[src/rtl/note_gen_pkg.sv]
// Shared pattern-mode encoding and default note range for the note pattern generator.
package note_gen_pkg;

  typedef enum logic [1:0] {
    MODE_UP       = 2'd0,
    MODE_DOWN     = 2'd1,
    MODE_PINGPONG = 2'd2,
    MODE_HOLD     = 2'd3
  } mode_e;

  localparam int NOTE_LO_DEF   = 60;
  localparam int NOTE_HI_DEF   = 76;
  localparam int NOTE_STEP_DEF = 4;

endpackage

[src/rtl/note_step_calc.sv]
// Combinational next-note, next-direction and wrap flag from the current note, mode and direction.
module note_step_calc
  import note_gen_pkg::*;
#(
  parameter int DATA_W    = 8,
  parameter int NOTE_LO   = NOTE_LO_DEF,
  parameter int NOTE_HI   = NOTE_HI_DEF,
  parameter int NOTE_STEP = NOTE_STEP_DEF
) (
  input  logic [DATA_W-1:0] data,
  input  logic [1:0]        mode,
  input  logic              dir_down,
  output logic [DATA_W-1:0] next_data,
  output logic              next_dir_down,
  output logic              wrap
);

  localparam logic [DATA_W:0] STEP_X  = (DATA_W+1)'(NOTE_STEP);
  localparam logic [DATA_W:0] LO_X    = (DATA_W+1)'(NOTE_LO);
  localparam logic [DATA_W:0] HI_X    = (DATA_W+1)'(NOTE_HI);
  localparam logic [DATA_W:0] LO_PLUS = LO_X + STEP_X;

  logic [DATA_W:0]   data_x;
  logic [DATA_W:0]   up_sum;
  logic [DATA_W-1:0] dn_diff;
  logic              up_over;
  logic              dn_under;
  logic              out_of_range;

  // Sum is one bit wider so a step past the top of the code space is still seen as "over".
  assign data_x       = {1'b0, data};
  assign up_sum       = data_x + STEP_X;
  assign dn_diff      = data - STEP_X[DATA_W-1:0];
  assign up_over      = up_sum > HI_X;
  assign dn_under     = data_x < LO_PLUS;
  assign out_of_range = (data_x < LO_X) || (data_x > HI_X);

  always_comb begin
    next_data     = data;
    next_dir_down = dir_down;
    wrap          = 1'b0;
    if (out_of_range) begin
      next_data = LO_X[DATA_W-1:0];
      wrap      = 1'b1;
    end else begin
      case (mode_e'(mode))
        MODE_UP: begin
          if (up_over) begin
            next_data = LO_X[DATA_W-1:0];
            wrap      = 1'b1;
          end else begin
            next_data = up_sum[DATA_W-1:0];
          end
        end
        MODE_DOWN: begin
          if (dn_under) begin
            next_data = HI_X[DATA_W-1:0];
            wrap      = 1'b1;
          end else begin
            next_data = dn_diff;
          end
        end
        MODE_PINGPONG: begin
          if (!dir_down) begin
            if (up_over) begin
              next_dir_down = 1'b1;
              next_data     = dn_diff;
              wrap          = 1'b1;
            end else begin
              next_data = up_sum[DATA_W-1:0];
            end
          end else begin
            if (dn_under) begin
              next_dir_down = 1'b0;
              next_data     = up_sum[DATA_W-1:0];
              wrap          = 1'b1;
            end else begin
              next_data = dn_diff;
            end
          end
        end
        default: begin
          next_data = data;
        end
      endcase
    end
  end

endmodule

[src/rtl/note_pattern_gen.sv]
// Note pattern generator: up/down/ping-pong/hold note sequences advanced on accepted valid/ready beats.
// Optional loop limit (loop_cnt port, LOOP_MAX) enabled by defining NOTE_GEN_LOOP_LIMIT_EN.
module note_pattern_gen
  import note_gen_pkg::*;
#(
  parameter int DATA_W    = 8,
  parameter int NOTE_LO   = NOTE_LO_DEF,
  parameter int NOTE_HI   = NOTE_HI_DEF,
  parameter int NOTE_STEP = NOTE_STEP_DEF
`ifdef NOTE_GEN_LOOP_LIMIT_EN
  ,
  parameter int LOOP_MAX  = 4
`endif
) (
  input  logic              clk,
  input  logic              reset,
  input  logic              start,
  input  logic              stop,
  input  logic [1:0]        mode,
  input  logic              data_ready,
  output logic              data_valid,
  output logic [DATA_W-1:0] data,
  output logic              wrap,
  output logic              active
`ifdef NOTE_GEN_LOOP_LIMIT_EN
  ,
  output logic [7:0]        loop_cnt
`endif
);

  localparam logic [DATA_W-1:0] LO_D = DATA_W'(NOTE_LO);
  localparam logic [DATA_W-1:0] HI_D = DATA_W'(NOTE_HI);

  logic              dir_down;
  logic              beat;
  logic              stop_all;
  logic [DATA_W-1:0] calc_data;
  logic              calc_dir_down;
  logic              calc_wrap;

  assign data_valid = active;
  assign beat       = active & data_ready;

`ifdef NOTE_GEN_LOOP_LIMIT_EN
  // Limit stop is qualified by active so a fresh start can still clear the counter.
  assign stop_all = stop | (active & (loop_cnt >= 8'(LOOP_MAX)));
`else
  assign stop_all = stop;
`endif

  note_step_calc #(
    .DATA_W   (DATA_W),
    .NOTE_LO  (NOTE_LO),
    .NOTE_HI  (NOTE_HI),
    .NOTE_STEP(NOTE_STEP)
  ) u_calc (
    .data         (data),
    .mode         (mode),
    .dir_down     (dir_down),
    .next_data    (calc_data),
    .next_dir_down(calc_dir_down),
    .wrap         (calc_wrap)
  );

  always_ff @(posedge clk) begin
    if (reset) begin
      active   <= 1'b0;
      data     <= LO_D;
      wrap     <= 1'b0;
      dir_down <= 1'b0;
`ifdef NOTE_GEN_LOOP_LIMIT_EN
      loop_cnt <= 8'd0;
`endif
    end else if (stop_all) begin
      active <= 1'b0;
      wrap   <= 1'b0;
    end else if (start) begin
      active   <= 1'b1;
      data     <= (mode_e'(mode) == MODE_DOWN) ? HI_D : LO_D;
      dir_down <= 1'b0;
      wrap     <= 1'b0;
`ifdef NOTE_GEN_LOOP_LIMIT_EN
      loop_cnt <= 8'd0;
`endif
    end else if (beat) begin
      data     <= calc_data;
      dir_down <= calc_dir_down;
      wrap     <= calc_wrap;
`ifdef NOTE_GEN_LOOP_LIMIT_EN
      if (calc_wrap && loop_cnt != 8'hFF) loop_cnt <= loop_cnt + 8'd1;
`endif
    end else begin
      wrap <= 1'b0;
    end
  end

endmodule

[config.mk]
export PLATFORM = sky130hd
export DESIGN_NAME = note_pattern_gen
export DESIGN_NICKNAME = d
export VERILOG_FILES = /design/src/rtl/note_gen_pkg.sv /design/src/rtl/note_step_calc.sv /design/src/rtl/note_pattern_gen.sv
export SDC_FILE = /design/constraint.sdc
export NUM_CORES = 1
export LEC_CHECK = 0
export ABC_AREA = 1
export BUFFER_PORTS_ARGS = -buffer_cell sky130_fd_sc_hd__buf_4
export CAP_MARGIN = 20
export CORE_MARGIN = 2
export CORE_UTILIZATION = 35
export CTS_CLUSTER_SIZE = 8
export DETAILED_ROUTE_END_ITERATION = 16
export PLACE_DENSITY = 0.55
export SKIP_CTS_REPAIR_TIMING = 1
export SLEW_MARGIN = 30
export SYNTH_ARGS = -nofsm -noshare
export SYNTH_HDL_FRONTEND = slang
export SYNTH_SLANG_ARGS = --single-unit
[constraint.sdc]
create_clock -name clk -period 3.9 [get_ports clk]
set_input_delay 0.585 -clock clk [delete_from_list [all_inputs] [get_ports clk]]
set_output_delay 0.585 -clock clk [all_outputs]
set_load 0.03 [all_outputs]
# Word-level counts from Yosys, hierarchy flattened
# Cells that the tools add are included.
# word_totals
ff_bits	11
latchBits	0
ram_bits	0
rom_bits	0
inputBits	7
out_inout_bits	11
memories	0
# classes
addsub	2
mul	0
n_div	0
n_lt_le_gt_ge	4
n_eq_ne	3
shift	0
n_mux	21
n_bitwise	3
n_reduce_logical	9
# op_table
cell	count
two-way mux 8 bit	8
case mux 8 bit (3 select lines)	1
two-way mux 1 bit	10
adder 8 x 3 -> 9 bit, second input constant	1
> comparator 9 x 7 -> 1 bit, second input constant	1
> comparator 8 x 7 -> 1 bit, second input constant	1
less-than comparator 8 x 6 -> 1 bit, second input constant	1
less-than comparator 8 x 7 -> 1 bit, second input constant	1
subtractor 8 x 3 -> 8 bit, second input constant	1
two-way mux 7 bit	1
nonzero test 5 bit	1
AND reduction 4 bit	1
nonzero test 2 bit	2
OR reduction 4 bit	1
case mux 1 bit (3 select lines)	1
AND reduction 3 bit	1
== test 2 x 1 -> 1 bit, second input constant	1
== test 2 bit, second input constant	1
zero test 2 bit	1
inequality test 2 bit, second input constant	1
inverter 1 bit	2
OR reduction 2 bit	1
bitwise AND 1 bit	1
logical OR 1 bit	1

# Depth between registers and ports, before layout
# logic_depth
ltp_word	8
mapped_depth	18
depth_no_buf	18

# Cells and area by module
# Synthesis repeated with hierarchy kept, for this count alone.
# unflattened
hier_cells	193
area_unflattened_um2	1189.9
# by_module_without_submodules
module	n_inst	cells_each	area_per_inst_um2	seq_area_each_um2
note_step_calc	1	117	670.6	0.0
note_pattern_gen	1	76	519.2	220.2

# Least setup slack after synthesis
# No wires, ideal clock.
# synth_path
kind	reg-to-reg
start	register data[2]
end	register data[3]
setup_ps	112
arrival_ps	1899
path_slack_ps	1888
path_stages_with_launch	17
path_buffers	0
cell_sequence	dfxtp_1 -> inv_2 -> ha_1 -> inv_1 -> nor2_1 -> nor2_1 -> nand2_1 -> nand2_4 -> nand3_2 -> nand2_1 -> nand2_1 -> nand2_1 -> o21ai_1 -> nand2_1 -> nand2_1 -> nand2_1 -> nand2_1
# synth_between
elab_chain_cells	8
# synth_lines
item	line_no	text
from (decl)	note_pattern_gen.sv:22	output logic [DATA_W-1:0] data,
from (signal assigned)	note_pattern_gen.sv:79	data <= (mode_e'(mode) == MODE_DOWN) ? HI_D : LO_D;
from (signal assigned)	note_pattern_gen.sv:86	data <= calc_data;
adder 8 x 3 -> 9 bit	note_step_calc.sv:32	assign up_sum = data_x + STEP_X;
> comparator 9 x 7 -> 1 bit	note_step_calc.sv:34	assign up_over = up_sum > HI_X;
two-way mux 8 bit	note_step_calc.sv:65	if (up_over) begin
two-way mux 8 bit	note_step_calc.sv:64	if (!dir_down) begin
case mux 8 bit (3 select lines)	note_step_calc.sv:46	case (mode_e'(mode))
two-way mux 8 bit	note_step_calc.sv:42	if (out_of_range) begin
two-way mux 8 bit	note_pattern_gen.sv:85	end else if (beat) begin
two-way mux 8 bit	note_pattern_gen.sv:77	end else if (start) begin
# Several ways; a longest one is shown, not always the timed one. The select of a mux whose other input is x is not followed.
# A chain may end at the register's enable or synchronous reset.

# Worst setup path in the final report
# layout_path
start	register data[3]
end	register data[6]
# The elaborated chain is that of the path after synthesis.

==> results.md <==
* Status: finished, final reports clean
* Synth-to-Final Area Change at 13.3%
* 1st-pass router iterations at 4
* Tot GR Track Use at 17.2%
* Post-synth top area cell: nand2_1
* Hold path depth at 2
* Crit Path Category: flip-flop to flip-flop
* Asr flop ratio synth at 0%
* EDFF count, synth at 0
* HP Class: flip-flop to flip-flop
* Sw Ratio at 46.2%
* Post-synthesis sequential area ratio at 17.1%
* Static Leak at 0.624 nW
* Hold EP: dir_down
* Setup Skew at 0.00693 ns
* Worst-Skew Late Latency at 0.27 ns
* Initial Util at 37.6%
* Worst Path Max Fanout at 6
* WL/cell at 12.6 µm
* Seq. cell area at 180 µm²
* Mapped Avg Cell Area at 6.21 µm²
* Setup crit start: data[3]
* Final Cycle Share at 51.7%
* Psw at 0.000173 W
* Cell Area, Synth at 1060 µm²
* Die height at 58.9 µm
* CP required at 4.07 ns
* RSZ-0062 raised after global routing: false
* Boundary Pins at 18
* Post-synthesis cell count at 170
* Post-route ant nets at 0
* Initial antenna violation count at 0
* R2r endpoint: data[6]
* CTS max path bufs at 2
* Clock share of power at 20.9%
* Row count at 19
* Synth top area share at 17.4%
* Fin. max-slew vios at 0
* Htree depth at 1
* Yosys cell types at 30
* Top post-synthesis cells by area: nand2_1, dfxtp_1, ha_1
* Die Span X at 58.9 µm
* Gate power share at 50.5%
* DR vias/cell at 5.17
* # DRC at 0
* CTS Root Cell: clkbuf_4
* Final Power at 0.000376 W
* Worst reg2reg startpoint: data[3]
* Flop pwr share at 28.6%
* Number of DRC violations after detailed-routing iteration 0 at 36
* Num CTS Buffers at 3
* Tmin final at 2.02 ns
* NumNets Final at 200
* CP Capture Type: flip-flop
* Clock sinks at 9
* PwrDens at 314 nW/µm²
* Post-DP HPWL at 2140 µm
* WL final at 2710 µm
* Synth Flop Type: dfxtp_1
* Die area at 3470 µm²
* PortBufs at 15
* Filler cells at 314
* Vias in the first global route at 982
* Start point of the worst min-delay path: dir_down
* Yosys warnings at 0
* Vias at 1,116
* Cell count of the worst reg-to-reg path at 12
* First-pass GRT wire length at 4530 µm
* GRT overflow at 0
* MaxCap Viol Count at 0
* Clk pin slew, worst setup/hold paths at 0.07 ns
* Setup TNS at 0 ns
* Largest net degree at the start of global routing at 11
* Maximum vdd drop at 142 µV
* Count of final setup violators at 0
* Final Hold Fails at 0
* Fraction of layout cells with a size suffix above 1 at 21.6%
* CTS tree: done
* Placer Congestion at 0.893
* Internal at 0.000202 W
* Max Clk Rate at 0.496 GHz
* CP Data Arrival Time at 2.19 ns
* Number of diodes at 0
* Multi-input logic area at 726 µm²
* Type of element launching the critical path: flip-flop
* Flops & latches, synth at 9
* Core area at 2810 µm²
* R2R setup slack at 1.88 ns
[state kept, by name, indices dropped and copies added (netlist names)]
name / cells
data: 6
active: 1
dir_down: 1
wrap: 1
[cell usage in the layout (no fill, tap or decap)]
cell type and n:
a21oi_1 10, a21oi_2 2, a221oi_1 1, a31oi_1 1, buf_4 15, clkbuf_1 1, clkbuf_4 3, clkinv_1 1
conb_1 2, dfxtp_1 9, ha_1 7, inv_1 22, inv_2 7, nand2_1 49, nand2_2 2, nand2_4 3
nand3_1 7, nand3_2 4, nand4_1 7, nor2_1 8, nor2_2 1, nor2_4 1, nor3_1 2, nor4_4 1
o211ai_1 3, o21a_1 1, o21ai_0 3, o21ai_1 6, or2_0 2, or2_2 1, xor2_1 3
[cell families (layout without fill, tap and decap cells)]
| logic type | count (synthesis) | in the layout | synth area share, % |
|---|---|---|---|
| flops | 9 | 9 | 17.1 |
| fa+ha+maj | 7 | 7 | 8.29 |
| compound gates | 27 | 27 | 14.9 |
| xor+xnor | 3 | 3 | 2.49 |
| simple gates | 88 | 88 | 42.3 |
| other cells | 1 | 2 | 0.355 |
| buf+inv | 35 | 49 | 14.6 |
[worst max path at each step]
stage                     depth (start not counted)  slack, ns       to
after floorplan                                  16       1.89  data[3]
after global placement                           16       1.94  data[3]
after detailed placement                         16       1.89  data[3]
after CTS                                        12       1.88  data[6]
after global routing                             17       1.64  data[5]
final                                            12       1.88  data[6]
[power groups by stage]
stage | registers, W | logic (W) | clock network, W
after floorplan | 0.000113 | 0.000144 | 0
after detailed placement | 0.000109 | 0.000187 | 0
after global placement | 0.000109 | 0.000190 | 0
final | 0.000107 | 0.000190 | 0.0000786
after global routing | 0.000109 | 0.000212 | 0.0000861
after CTS | 0.000107 | 0.000188 | 0.0000787
[area by class of cell]
type,instances,share of cell area (%)
Multi-Input combinational cell,127,60.7
Sequential cell,9,15.1
Timing Repair Buffer,15,9.41
Inverter,30,9.41
Tap cell,31,3.24
Clock buffer,4,2.20
[worst max-delay path, cell delays in order, from the launching register on]
cell,delay (ns)
dfxtp_1,0.46
ha_1,0.30
nand3_1,0.12
nand2_1,0.13
inv_2,0.04
nor2_2,0.16
nand2_2,0.10
nor4_4,0.19
nor2_4,0.10
inv_2,0.13
a21oi_1,0.05
nand2_1,0.08
a21oi_2,0.05
[cells in the mapped netlist (2+ instances only)]
library cell,n
a21oi_2,2
o21ai_1,6
nand4_1,7
or2_0,2
o21ai_0,3
nand2_4,3
inv_2,7
inv_1,22
nor2_1,8
buf_4,4
dfxtp_1,9
nand3_2,4
nand2_2,2
nor3_1,2
xor2_1,3
nand3_1,7
a21oi_1,10
nand2_1,49
o211ai_1,3
ha_1,7
[per-layer routing]
| metal | global-route usage, % | up-vias | wire length (µm) | part of all wire, % |
|---|---|---|---|---|
| met2 | 27.5 | 43 | 1250 | 46 |
| met1 | 23.1 | 497 | 1230 | 45 |
| met4 | 7.79 | 0 | 60 | 2.2 |
| li1 | - | 570 | - | - |
| met3 | 1.98 | 6 | 170 | 6.3 |
| met5 | 0 | - | 0 | 0 |
[per-stage QoR]
stage	hold slack (ns)	cells	area (µm²)	setup WS (ns)	utilization (%)
after global placement	0.508	212	1170	1.94	41.7
final	0.523	216	1200	1.88	42.6
after floorplan	0.468	171	1060	1.89	-
after detailed placement	0.508	212	1170	1.89	41.7
after CTS	0.519	216	1200	1.88	42.6
after global routing	0.514	216	1200	1.64	42.6
(Power assumes the default switching activity.)
